## src/rtl/sdrc_arb_pkg.sv

```systemverilog
// rtl/sdrc_arb_pkg.sv - shared types and helpers for the sdrc application-port arbiter
package sdrc_arb_pkg;

    typedef enum logic [2:0] {IDLE, REQ, WR, RD, DONE} arb_state_e;

    localparam int NREQ_MAX = 8;
    localparam int IDX_W    = $clog2(NREQ_MAX);

    // Explicit wrap so non-power-of-2 requester counts cycle correctly.
    function automatic logic [IDX_W-1:0] rr_next(input logic [IDX_W-1:0] ptr, input int n);
        if (int'(ptr) >= n - 1)
            return '0;
        else
            return ptr + 1'b1;
    endfunction

endpackage

```

## src/rtl/sdrc_rr_picker.sv

```systemverilog
// rtl/sdrc_rr_picker.sv - combinational round-robin pick: first set request at or after ptr, wrapping
module sdrc_rr_picker
    import sdrc_arb_pkg::*;
#(
    parameter int NREQ = 4
) (
    input  logic [NREQ-1:0]  req,
    input  logic [IDX_W-1:0] ptr,
    output logic [NREQ-1:0]  grant,
    output logic [IDX_W-1:0] idx
);

    logic found;

    // First pass covers ptr..NREQ-1, second pass wraps to 0..ptr-1.
    always_comb begin
        grant = '0;
        idx   = '0;
        found = 1'b0;
        for (int i = 0; i < NREQ; i++) begin
            if (!found && req[i] && (IDX_W'(i) >= ptr)) begin
                found    = 1'b1;
                grant[i] = 1'b1;
                idx      = IDX_W'(i);
            end
        end
        for (int i = 0; i < NREQ; i++) begin
            if (!found && req[i]) begin
                found    = 1'b1;
                grant[i] = 1'b1;
                idx      = IDX_W'(i);
            end
        end
    end

endmodule

```

## src/rtl/sdrc_app_arbiter.sv

```systemverilog
// rtl/sdrc_app_arbiter.sv - round-robin share of the sdrc_core app port, one transaction outstanding
// Optional: SDRC_ARB_HIPRI_EN makes requester 0 strict high priority.
module sdrc_app_arbiter
    import sdrc_arb_pkg::*;
#(
    parameter int NREQ   = 4,
    parameter int APP_AW = 26,
    parameter int bl     = 9,
    parameter int dw     = 32
) (
    input  logic                     sdram_clk,
    input  logic                     sdram_reset,
    input  logic [NREQ-1:0]          rq_req,
    input  logic [NREQ*APP_AW-1:0]   rq_addr,
    input  logic [NREQ*bl-1:0]       rq_len,
    input  logic [NREQ-1:0]          rq_wr_n,
    input  logic [NREQ*dw-1:0]       rq_wr_data,
    input  logic [NREQ*(dw/8)-1:0]   rq_wr_en_n,
    output logic [NREQ-1:0]          rq_ack,
    output logic [NREQ-1:0]          rq_wr_next,
    output logic [NREQ-1:0]          rq_rd_valid,
    output logic [NREQ-1:0]          rq_last,
    output logic [dw-1:0]            rq_rd_data,
    output logic                     app_req,
    output logic [APP_AW-1:0]        app_req_addr,
    output logic [bl-1:0]            app_req_len,
    output logic                     app_req_wr_n,
    output logic [dw-1:0]            app_wr_data,
    output logic [dw/8-1:0]          app_wr_en_n,
    input  logic                     app_req_ack,
    input  logic                     app_wr_next_req,
    input  logic                     app_rd_valid,
    input  logic                     app_last_rd,
    input  logic                     app_last_wr,
    input  logic [dw-1:0]            app_rd_data,
    output logic                     busy
);

    localparam int BW = dw / 8;

    arb_state_e        state, state_nxt;
    logic [IDX_W-1:0]  owner, rr_ptr, pick_idx, rr_idx;
    logic [NREQ-1:0]   pick_req, rr_grant;
    logic              pick_valid;
    logic [APP_AW-1:0] pick_addr;
    logic [bl-1:0]     pick_len;
    logic              pick_wr_n;
    logic [bl-1:0]     beat_cnt;
    logic              err_len;
    logic              beat, last_beat, len_out;

    sdrc_rr_picker #(.NREQ(NREQ)) u_picker (
        .req   (pick_req),
        .ptr   (rr_ptr),
        .grant (rr_grant),
        .idx   (rr_idx)
    );

`ifdef SDRC_ARB_HIPRI_EN
    assign pick_req   = {rq_req[NREQ-1:1], 1'b0};
    assign pick_valid = rq_req[0] | (|rr_grant);
    assign pick_idx   = rq_req[0] ? '0 : rr_idx;
`else
    assign pick_req   = rq_req;
    assign pick_valid = |rr_grant;
    assign pick_idx   = rr_idx;
`endif

    always_comb begin
        pick_addr = '0;
        pick_len  = '0;
        pick_wr_n = 1'b0;
        for (int i = 0; i < NREQ; i++) begin
            if (pick_idx == IDX_W'(i)) begin
                pick_addr = rq_addr[i*APP_AW +: APP_AW];
                pick_len  = rq_len[i*bl +: bl];
                pick_wr_n = rq_wr_n[i];
            end
        end
    end

    assign beat      = ((state == WR) && app_wr_next_req) || ((state == RD) && app_rd_valid);
    assign last_beat = ((state == WR) && app_wr_next_req && app_last_wr) ||
                       ((state == RD) && app_rd_valid && app_last_rd);
    // Length ran out without the core flagging the last beat.
    assign len_out   = beat && !last_beat && (beat_cnt <= bl'(1));

    always_ff @(posedge sdram_clk or posedge sdram_reset) begin
        if (sdram_reset)
            state <= IDLE;
        else
            state <= state_nxt;
    end

    always_comb begin
        state_nxt   = state;
        app_req     = 1'b0;
        busy        = (state != IDLE);
        app_wr_data = '0;
        app_wr_en_n = '1;
        rq_ack      = '0;
        rq_wr_next  = '0;
        rq_rd_valid = '0;
        rq_last     = '0;
        rq_rd_data  = (state == RD) ? app_rd_data : '0;
        case (state)
            IDLE: if (pick_valid) state_nxt = REQ;
            REQ: begin
                app_req = 1'b1;
                if (app_req_ack) state_nxt = app_req_wr_n ? RD : WR;
            end
            WR, RD:   if (last_beat || len_out) state_nxt = DONE;
            DONE:     state_nxt = IDLE;
            default:  state_nxt = IDLE;
        endcase
        for (int i = 0; i < NREQ; i++) begin
            if (owner == IDX_W'(i)) begin
                rq_ack[i]      = (state == REQ) && app_req_ack;
                rq_wr_next[i]  = (state == WR) && app_wr_next_req;
                rq_rd_valid[i] = (state == RD) && app_rd_valid;
                rq_last[i]     = last_beat;
                if (state == WR) begin
                    app_wr_data = rq_wr_data[i*dw +: dw];
                    app_wr_en_n = rq_wr_en_n[i*BW +: BW];
                end
            end
        end
    end

    always_ff @(posedge sdram_clk or posedge sdram_reset) begin
        if (sdram_reset) begin
            owner        <= '0;
            rr_ptr       <= '0;
            app_req_addr <= '0;
            app_req_len  <= '0;
            app_req_wr_n <= 1'b0;
            beat_cnt     <= '0;
            err_len      <= 1'b0;
        end else begin
            err_len <= err_len | len_out;
            case (state)
                IDLE: if (pick_valid) begin
                    owner        <= pick_idx;
                    app_req_addr <= pick_addr;
                    app_req_len  <= pick_len;
                    app_req_wr_n <= pick_wr_n;
                end
                REQ:     if (app_req_ack) beat_cnt <= app_req_len;
                WR, RD:  if (beat) beat_cnt <= beat_cnt - 1'b1;
                DONE: begin
`ifdef SDRC_ARB_HIPRI_EN
                    if (owner != '0) rr_ptr <= rr_next(owner, NREQ);
`else
                    rr_ptr <= rr_next(owner, NREQ);
`endif
                end
                default: ;
            endcase
        end
    end

endmodule

```

## config.mk

```make
export PLATFORM = sky130hd
export DESIGN_NAME = sdrc_app_arbiter
export DESIGN_NICKNAME = d
export VERILOG_FILES = /design/src/rtl/sdrc_arb_pkg.sv /design/src/rtl/sdrc_rr_picker.sv /design/src/rtl/sdrc_app_arbiter.sv
export SDC_FILE = /design/constraint.sdc
export NUM_CORES = 1
export LEC_CHECK = 0
export CORE_AREA = 2 2 178 180
export DETAILED_ROUTE_END_ITERATION = 6
export DIE_AREA = 0 0 180 182
export PLACE_DENSITY_LB_ADDON = 0.3
export SLEW_MARGIN = 40
export SYNTH_ARGS = -nofsm -noshare
export SYNTH_HDL_FRONTEND = slang
export SYNTH_SLANG_ARGS = --single-unit
```

## constraint.sdc

```tcl
create_clock -name sdram_clk -period 2.2 [get_ports sdram_clk]
set_input_delay 0.44 -clock sdram_clk [delete_from_list [all_inputs] [get_ports sdram_clk]]
set_output_delay 0.44 -clock sdram_clk [all_outputs]
set_load 0.005 [all_outputs]
```

# Word-level counts from Yosys, hierarchy flattened

Cells that the tools add are included.

Add/sub/neg operators: 2
Magnitude comparators: 6
Equality and inequality tests: 14
Mux-type cells: 76
Reduce and logical (&&, ||, !) cells: 39

Operators by type and width:

| kind                | count |
|---|---|
| $mux 32             | 9 |
| $mux 26             | 4 |
| $mux 9              | 6 |
| $mux 1              | 37 |
| $mux 4              | 8 |
| $eq 3x2->1 const B  | 6 |
| $logic_and 1x1->1   | 18 |
| $pmux 9 s2          | 1 |
| $mux 2              | 6 |
| $mux 3              | 4 |
| $eq 3x1->1 const B  | 3 |
| $le 9x1->1 const B  | 1 |
| $logic_not 3->1     | 3 |
| $pmux 3 s3          | 1 |
| $sub 9x1->9 const B | 1 |
| $logic_not 1->1     | 8 |
| $ne 2x2->1 const B  | 4 |
| $ge 1x3->1 const A  | 2 |
| $ge 2x3->1 const A  | 2 |
| $reduce_and 3->1    | 2 |
| $reduce_or 4->1     | 1 |
| $add 3x1->3 const B | 1 |
| $eq 3x3->1 const B  | 1 |
| $ge 3x2->1 const B  | 1 |
| other kinds (5)     | 7 |

Register bits: 54
Input bits: 331
Output and inout port bits: 122
Logic and storage cells: 144

# Longest topological paths before layout

Gate-level depths: netlist (run 1).

Word-level depth: 32
Depth in mapped cells: 8
Mapped depth without buffers: 7

# Modules after synthesis

From an unflattened synthesis (run 1), not the netlist that was laid out.

Cells, all modules: 510
Area total of the unflattened synthesis: 4812.1 um^2

Modules (own cells, without submodules):

| module           | times used | cells each | area an instance (um^2) | seq. area each (um^2) |
|---|---|---|---|---|
| sdrc_app_arbiter | 1          | 483        | 4642.0                  | 1351.3 |
| sdrc_rr_picker   | 1          | 27         | 170.2                   | 0.0 |

# Least setup slack after synthesis (run 1)

Ideal clock, no wire load.

Kind: flip-flop to output port
From: register owner[0]
To: output port app_wr_data[1]
Arrival: 1624 ps
Data required time: 1760 ps
Path slack: 136 ps
Stages on the path, launching flop included: 9
Path buffers: 1
Cells stage by stage: dfrtp_1 inv_1 ha_1 nor2b_1 clkbuf_1 a221oi_1 nor3_1 a21oi_1 nor2_1

Word-level cells in the longest chain between the ends: 8
Elaborated cells between the ends (all ways): 11
Classes of those cells: eq/ne (3); mux (7); reduce/logical (1)

Ends and longest elaborated chain:

| item                   | RTL line                | source |
|---|---|---|
| from (decl)            | sdrc_app_arbiter.sv:42  | `logic [IDX_W-1:0] owner, rr_ptr, pick_idx, rr_idx;` |
| from (signal assigned) | sdrc_app_arbiter.sv:143 | `owner <= pick_idx;` |
| $logic_not 3->1        | sdrc_app_arbiter.sv:117 | `if (owner == IDX_W'(i)) begin` |
| $mux 32                | sdrc_app_arbiter.sv:117 |  |
| $mux 32                | sdrc_app_arbiter.sv:122 | `if (state == WR) begin` |
| $mux 32                | sdrc_app_arbiter.sv:117 |  |
| $mux 32                | sdrc_app_arbiter.sv:122 |  |
| $mux 32                | sdrc_app_arbiter.sv:117 |  |
| $mux 32                | sdrc_app_arbiter.sv:122 |  |
| $mux 32 *              | sdrc_app_arbiter.sv:117 |  |
| to (decl)              | sdrc_app_arbiter.sv:28  | `output logic [dw-1:0] app_wr_data,` |

Every way passes the cells marked *; elsewhere a longest branch is shown, timed or not.

# Worst setup path after layout (run 1)

From: register owner[0]
To: output port app_wr_data[15]

The elaborated chain is that of the path after synthesis.

==> results of run 1 <==
## Yosys cell counts, types with 2 or more instances
cell type	n
buf_6	4
a221oi_1	32
a21oi_1	82
clkbuf_1	56
nor2b_1	39
nor2_1	43
buf_2	9
nor3b_1	2
nand2_1	76
o22ai_1	6
nor3_1	39
a22o_1	3
nand2b_1	8
o221a_2	13
and3_1	42
buf_1	2
and2_1	9
ha_1	6
mux2i_1	7
a2bb2oi_1	23
a221o_1	23
o21ai_1	14
a21o_1	4
buf_4	2
dfrtp_1	52
inv_1	21
nand3_1	27
o21ai_0	53
## critical path, cell delays in order (launching register included)
cell and delay, ps:
dfrtp_2 440, inv_2 90, buf_6 100, ha_4 240, buf_12 170, buf_12 140
nor2b_2 160, nor3_2 60, a21oi_1 160, nor2_1 60, buf_2 130
## final cells by class
class | count | area, um^2 | share of cell area, %
Antenna cell | 3 | 7.51 | 0.0627
Clock buffer | 5 | 125 | 1.05
Clock inverter | 3 | 21.3 | 0.178
Inverter | 21 | 81.3 | 0.679
Multi-Input combinational cell | 565 | 4140 | 34.6
Sequential cell | 52 | 1310 | 10.9
Tap cell | 402 | 503 | 4.20
Timing Repair Buffer | 583 | 5790 | 48.3
## metrics by stage
stage / hold slack [ps] / instances / instance area, um^2 / setup TNS, ps
2_1_floorplan: 473 / 711 / 5080 / 0
3_3_place_gp: 464 / 1583 / 10800 / -13720
3_5_place_dp: 470 / 1583 / 10800 / -14870
4_1_cts: 432 / 1617 / 11500 / -9840
5_1_grt: 444 / 1633 / 12000 / -12330
6_report: 426 / 1634 / 12000 / -8200
## where the power goes
part | internal, mW | switching [mW]
clock | 0.426 | 0.422
combinational | 5.81 | 4.93
sequential | 1.46 | 0.391
total | 7.70 | 5.75
## repair_timing
action / in CTS / in global routing
gates resized for setup: 303 / 108
setup endpoints to repair: 85 / 58
cloned: 6 / 4
setup buffers: 23 / 16
pin swaps: 59 / 74
hold endpoints to repair: 0 / 0
## sequential cells by signal (all words and copies together) (netlist names)
signal        flops
app_req_addr     26
app_req_len       9
beat_cnt          9
state             3
owner             2
rr_ptr            2
app_req_wr_n      1
## per-layer routing
metal	global-route usage [%]	vias to the layer above	part of all wire (%)	wire, um
met2	31.3	331	49	15600
met4	5.20	0	2.9	904
met1	21.9	3650	42	13200
li1	-	3667	-	-
met3	3.33	58	6.2	1970
met5	0	-	0	0
## kinds of logic after synthesis
logic type               after synthesis  share of synthesized area (%)
AO/OA/AOI/OAI                        263                           35.2
adder cells (fa/ha/maj)                6                           1.48
buffers and inverters                 94                           7.91
flip-flops                            52                           25.6
multiplexers                           8                           1.60
AND/OR/NAND/NOR                      288                           28.2
## worst max path at each step
| stage | end | slack, ps | cells past startpoint |
|---|---|---|---|
| 2_1_floorplan | app_wr_data[1] | 140 | 8 |
| 3_3_place_gp | rq_last[1] | -730 | 7 |
| 3_5_place_dp | rq_last[1] | -710 | 7 |
| 4_1_cts | app_wr_data[29] | -330 | 11 |
| 5_1_grt | app_wr_data[22] | -410 | 11 |
| 6_report | app_wr_data[15] | -310 | 10 |
## cells in the final DEF, fill, tap and decap left out, types with 7 or more instances in the layout
| master | n |
|---|---|
| clkdlybuf4s50_1 | 367 |
| a21oi_1 | 78 |
| nand2_1 | 74 |
| buf_4 | 74 |
| o21ai_0 | 49 |
| dfrtp_1 | 48 |
| nor2_1 | 40 |
| buf_2 | 37 |
| and3_1 | 34 |
| buf_12 | 29 |
| dlygate4sd2_1 | 28 |
| nand3_1 | 27 |
| nor2b_1 | 26 |
| a221o_1 | 23 |
| a2bb2oi_1 | 23 |
| nor3_1 | 22 |
| buf_6 | 19 |
| a221oi_2 | 17 |
| clkbuf_2 | 17 |
| inv_1 | 16 |
| o21ai_1 | 16 |
| a221oi_4 | 14 |
| nor3_2 | 14 |
| o221a_2 | 13 |
| nor2b_4 | 11 |
| and2_1 | 9 |
| clkbuf_16 | 9 |
| and3_4 | 8 |
| mux2i_1 | 7 |
==> metrics.yaml, run 1 <==
outcome: "complete, but fails checks"
violations: "setup timing"
synth_ff_type: "dfrtp_1"
r2r_start: "state[2]$_DFFE_PP0P_"
clock-sinks: 52
wl_per_cell_um: 19.4
port_buffers: 452
grt_pass1_wl_mm: 45.5
vias_per_cell: 4.72
hpwl_mm: 23.9
postSynthAreaPerCell_um2: 7.14
grt_pass1_vias: 7551
drc: 0
nFillCells: 3141
antenna_found_initial: 3
async_reset_ff_share_pct: 100
critPathLaunchType: "flip-flop"
cap_violations: 0
cts_hold_buf: 0
num_io_pins: 453
r2r-end: "app_req_len[4]$_DFFE_PP0P_"
finalHoldViolations: 0
endpoint_kind: "output port"
p_total_mw: 13.4
synth_top_area_share_pct: 25.6
core_region_area_um2: 31000
worstHoldPathType: "input pin to async pin"
cellPowerDensity_nw_per_um2: 1120
setup_viol_count_final: 40
fmax_mhz: 398
gr-total-overflow: 0
routed_wirelength_mm: 31.6
rows: 65
clock_path_buffers: 2
syn_inst: 711
yosys-top-cells-area: "dfrtp_1 (26%), a21oi_1 (8.1%), nand2_1 (5.6%)"
layout_setup_ws_ps: -312
fin_crit_ps: 2510
worst_slew_pin_slew_ps: 455
synth.ff_latch_count: 52
rrSetupSlack_ps: 340
synth_cell_types: 42
pre_cts_slack_ps: -712
syn2layout_area_growth_pct: 136
synth_edf_count: 0
grt_max_degree: 37
die_h_um: 182
initialDrtViolationCount: 322
ys_warn_count: 0
gp_congestion: 0.905
cts_root_buf: "clkbuf_16"
synth_area_um2: 5080
cts.clk_slew.worst_paths_ps: 80
r2r_cells: 7
critPathLaunch: "owner[0]$_DFFE_PP0P_"
cp_data_arrival_time_ps: 2070
crit_fanout: 7
critPathKind: "flip-flop to output port"
drive_above_1_share_pct: 25.5
ys_seq_area_share_pct: 25.6
start_util_pct: 16.4
fin_util_pct: 38.6
cts_tree: "built"
fin_crit_sh_pct: 114
crit_required_ps: 1760
cts_buffers: 5
syn-num-nets: 1048
synth_top_cell_by_area: "dfrtp_1"
vias: 7706
grt_use_total_pct: 17.7
ctsHtreeMaxLevel: 2
dieWidth_um: 180
drt_first_pass_iters: 5
clock_latency_ps: 310
die-area_um2: 32800
nets: 1565
report.final.slew_viol_count: 0
ant_nets: 0
clock_skew_ps: 9.09
rsz0062_at_grt: "yes"
vdd_drop_max_mv: 0.505
total_leakage_power_nw: 5.05
max_slew_margin_pct: 69.4
Power figures use the tool's default switching activity.
==> run 2: changes to the inputs <==
--- a/config.mk
+++ b/config.mk
@@ -8,7 +8,7 @@
 export CORE_AREA = 2 2 178 180
 export DETAILED_ROUTE_END_ITERATION = 6
 export DIE_AREA = 0 0 180 182
-export PLACE_DENSITY_LB_ADDON = 0.3
+export PLACE_DENSITY = 0.51
 export SLEW_MARGIN = 40
 export SYNTH_ARGS = -nofsm -noshare
 export SYNTH_HDL_FRONTEND = slang
==> metrics.yaml, run 2 (synthesized netlist as in run 1, its figures left out) <==
fin_crit_sh_pct: 117  # was 114%
grt_pass1_vias: 7790  # was 7551
antenna_cells: 0  # was 3
worst_slew_pin_slew_ps: 525  # was 455 ps
antenna_found_initial: 3  # unchanged
drive_above_1_share_pct: 24.5  # was 25.5%
clock-sinks: 52  # unchanged
worstHoldPathType: "flip-flop to flip-flop"  # was input pin to async pin
cts_buffers: 5  # unchanged
fin_crit_ps: 2570  # was 2510 ps
start_util_pct: 16.4  # unchanged
dieWidth_um: 180  # unchanged
largest_register_ffs: 26  # unchanged
grt_pass1_wl_mm: 48.5  # was 45.5 mm
grt_max_degree: 53  # was 37
critPathLaunch: "owner[1]$_DFFE_PP0P_"  # was owner[0]$_DFFE_PP0P_
multi_input_area_um2: 3990  # was 4140 um^2
cts_tree: "built"  # unchanged
fin_util_pct: 38.7  # was 38.6%
crit_required_ps: 1760  # about the same
routed_wirelength_mm: 32.9  # was 31.6 mm
endpoint: "app_wr_data[29]"  # was app_wr_data[15]
port_buffers: 452  # unchanged
gp_congestion: 0.912  # was 0.905
die_h_um: 182  # unchanged
gr-total-overflow: 0  # unchanged
violations: "setup timing"  # unchanged
p_total_mw: 13.7  # was 13.4 mW
wl_per_cell_um: 20.1  # was 19.4 um
fmax_mhz: 389  # was 398 MHz
layout_common_cells: "clkdlybuf4s50_1 (365), a21oi_1 (79), buf_4 (79)"  # was clkdlybuf4s50_1 (367), a21oi_1 (78), nand2_1 (74), buf_4 (74), o21ai_0 (49)
crit_fanout: 5  # was 7
report.final.slew_viol_count: 0  # unchanged
ant_nets: 0  # unchanged
top_register: "app_req_addr"  # unchanged
core_region_area_um2: 31000  # unchanged
cts_root_buf: "clkbuf_16"  # unchanged
ctsHtreeMaxLevel: 2  # unchanged
layout_setup_ws_ps: -370  # was -312 ps
finalHoldViolations: 0  # unchanged
cap_violations: 0  # unchanged
clock_latency_ps: 300  # was 310 ps
vias_per_cell: 4.69  # was 4.72
critPathLaunchType: "flip-flop"  # unchanged
reg_top3: "app_req_addr x26, app_req_len x9, beat_cnt x9"  # unchanged
regArea_um2: 1310  # unchanged
placed_cells: 1571  # was 1583
nets: 1569  # was 1565
clock_skew_ps: 7.34  # was 9.09 ps
die-area_um2: 32800  # unchanged
vdd_drop_max_mv: 0.405  # was 0.505 mV
final_common_cell: "clkdlybuf4s50_1"  # unchanged
cellPowerDensity_nw_per_um2: 1140  # was 1120 nW/um^2
clock_path_buffers: 2  # unchanged
initialDrtViolationCount: 340  # was 322
num_io_pins: 453  # unchanged
drt_first_pass_iters: 5  # unchanged
rrSetupSlack_ps: 210  # was 340 ps
max_slew_margin_pct: 64.9  # was 69.4%
r2r_cells: 8  # was 7
r2r_start: "state[2]$_DFFE_PP0P_"  # unchanged
nFillCells: 3165  # was 3141
critPathKind: "flip-flop to output port"  # unchanged
hpwl_mm: 24.4  # was 23.9 mm
rows: 65  # unchanged
r2r-end: "app_req_len[3]$_DFFE_PP0P_"  # was app_req_len[4]$_DFFE_PP0P_
rsz0062_at_grt: "yes"  # unchanged
syn2layout_area_growth_pct: 136  # about the same
setup_viol_count_final: 39  # was 40
drc: 0  # unchanged
cts.clk_slew.worst_paths_ps: 80  # about the same
whs_ps: 481  # was 426 ps
total_leakage_power_nw: 5.09  # was 5.05 nW
grt_use_total_pct: 19.0  # was 17.7%
instances_no_fill: 1635  # was 1634
outcome: "complete, but fails checks"  # unchanged
vias: 7673  # was 7706
cp_data_arrival_time_ps: 2130  # was 2070 ps
endpoint_kind: "output port"  # unchanged
run 2: cell type report:
cell class                      count  share of cell area [%]
Timing Repair Buffer              587                    49.7
Sequential cell                    52                    10.9
Inverter                           21                   0.689
Clock inverter                      1                  0.0627
Clock buffer                        7                    1.19
Multi-Input combinational cell    565                    33.3
Tap cell                          402                    4.20
run 2: worst min-delay path by stage:
stage | from | endpoint | slack [ps] | cells past startpoint
global placement | app_req_addr[18]$_DFFE_PP0P_ | app_req_addr[18]$_DFFE_PP0P_ | 460 | 2
global route | beat_cnt[4]$_DFFE_PP0P_ | beat_cnt[4]$_DFFE_PP0P_ | 530 | 1
finish | app_req_addr[18]$_DFFE_PP0P_ | app_req_addr[18]$_DFFE_PP0P_ | 480 | 2
detailed placement | app_req_addr[18]$_DFFE_PP0P_ | app_req_addr[18]$_DFFE_PP0P_ | 480 | 2
floorplan | app_req_addr[15]$_DFFE_PP0P_ | app_req_addr[15]$_DFFE_PP0P_ | 470 | 2
CTS | app_req_addr[18]$_DFFE_PP0P_ | app_req_addr[18]$_DFFE_PP0P_ | 490 | 2
run 2: repair_timing:
action | 4_1_cts | 5_1_grt
setup endpoints to repair | 85 | 67
cloned | 13 | 3
pin swaps | 44 | 34
resized for setup | 307 | 76
setup buffers | 35 | 10
hold buffers | 0 | 0
run 2: stage by stage:
step | worst slack [ps] | area, um^2 | TNS, ps
after floorplan | 136 | 5080 | 0
after global placement | -426 | 10700 | -13640
after CTS | -360 | 11800 | -10560
after global routing | -503 | 12000 | -15210
final | -370 | 12000 | -10080
after detailed placement | -429 | 10700 | -15090
run 2: power breakdown:
part           leakage (nW)  internal (mW)  switching, mW
registers             0.628           1.46          0.445
clock network        0.0701          0.456          0.401
logic                  4.39           6.01           4.91
run 2: critical path: stages (launching register included):
cell	delay (ps)
dfrtp_1	360
inv_2	60
buf_6	120
ha_4	150
nor2b_4	130
buf_12	130
buf_12	130
buf_16	130
a221oi_2	270
nor3_2	90
a21oi_2	100
nor2_1	40
buf_2	120
run 2: routing by layer:
metal	global-route usage (%)	up-vias	routed length, um
li1	-	3684	-
met4	4.62	4	754
met1	23.4	3625	13500
met3	3.69	50	2000
met2	34.0	310	16700
met5	0	-	27
==> run 3: changes to the inputs <==
--- a/config.mk
+++ b/config.mk
@@ -5,6 +5,7 @@
 export SDC_FILE = /design/constraint.sdc
 export NUM_CORES = 1
 export LEC_CHECK = 0
+export CAP_MARGIN = 30
 export CORE_AREA = 2 2 178 180
 export DETAILED_ROUTE_END_ITERATION = 6
 export DIE_AREA = 0 0 180 182
==> results of run 3 <==
No change in the layout: final DEF, timing and power equal those of run 2.
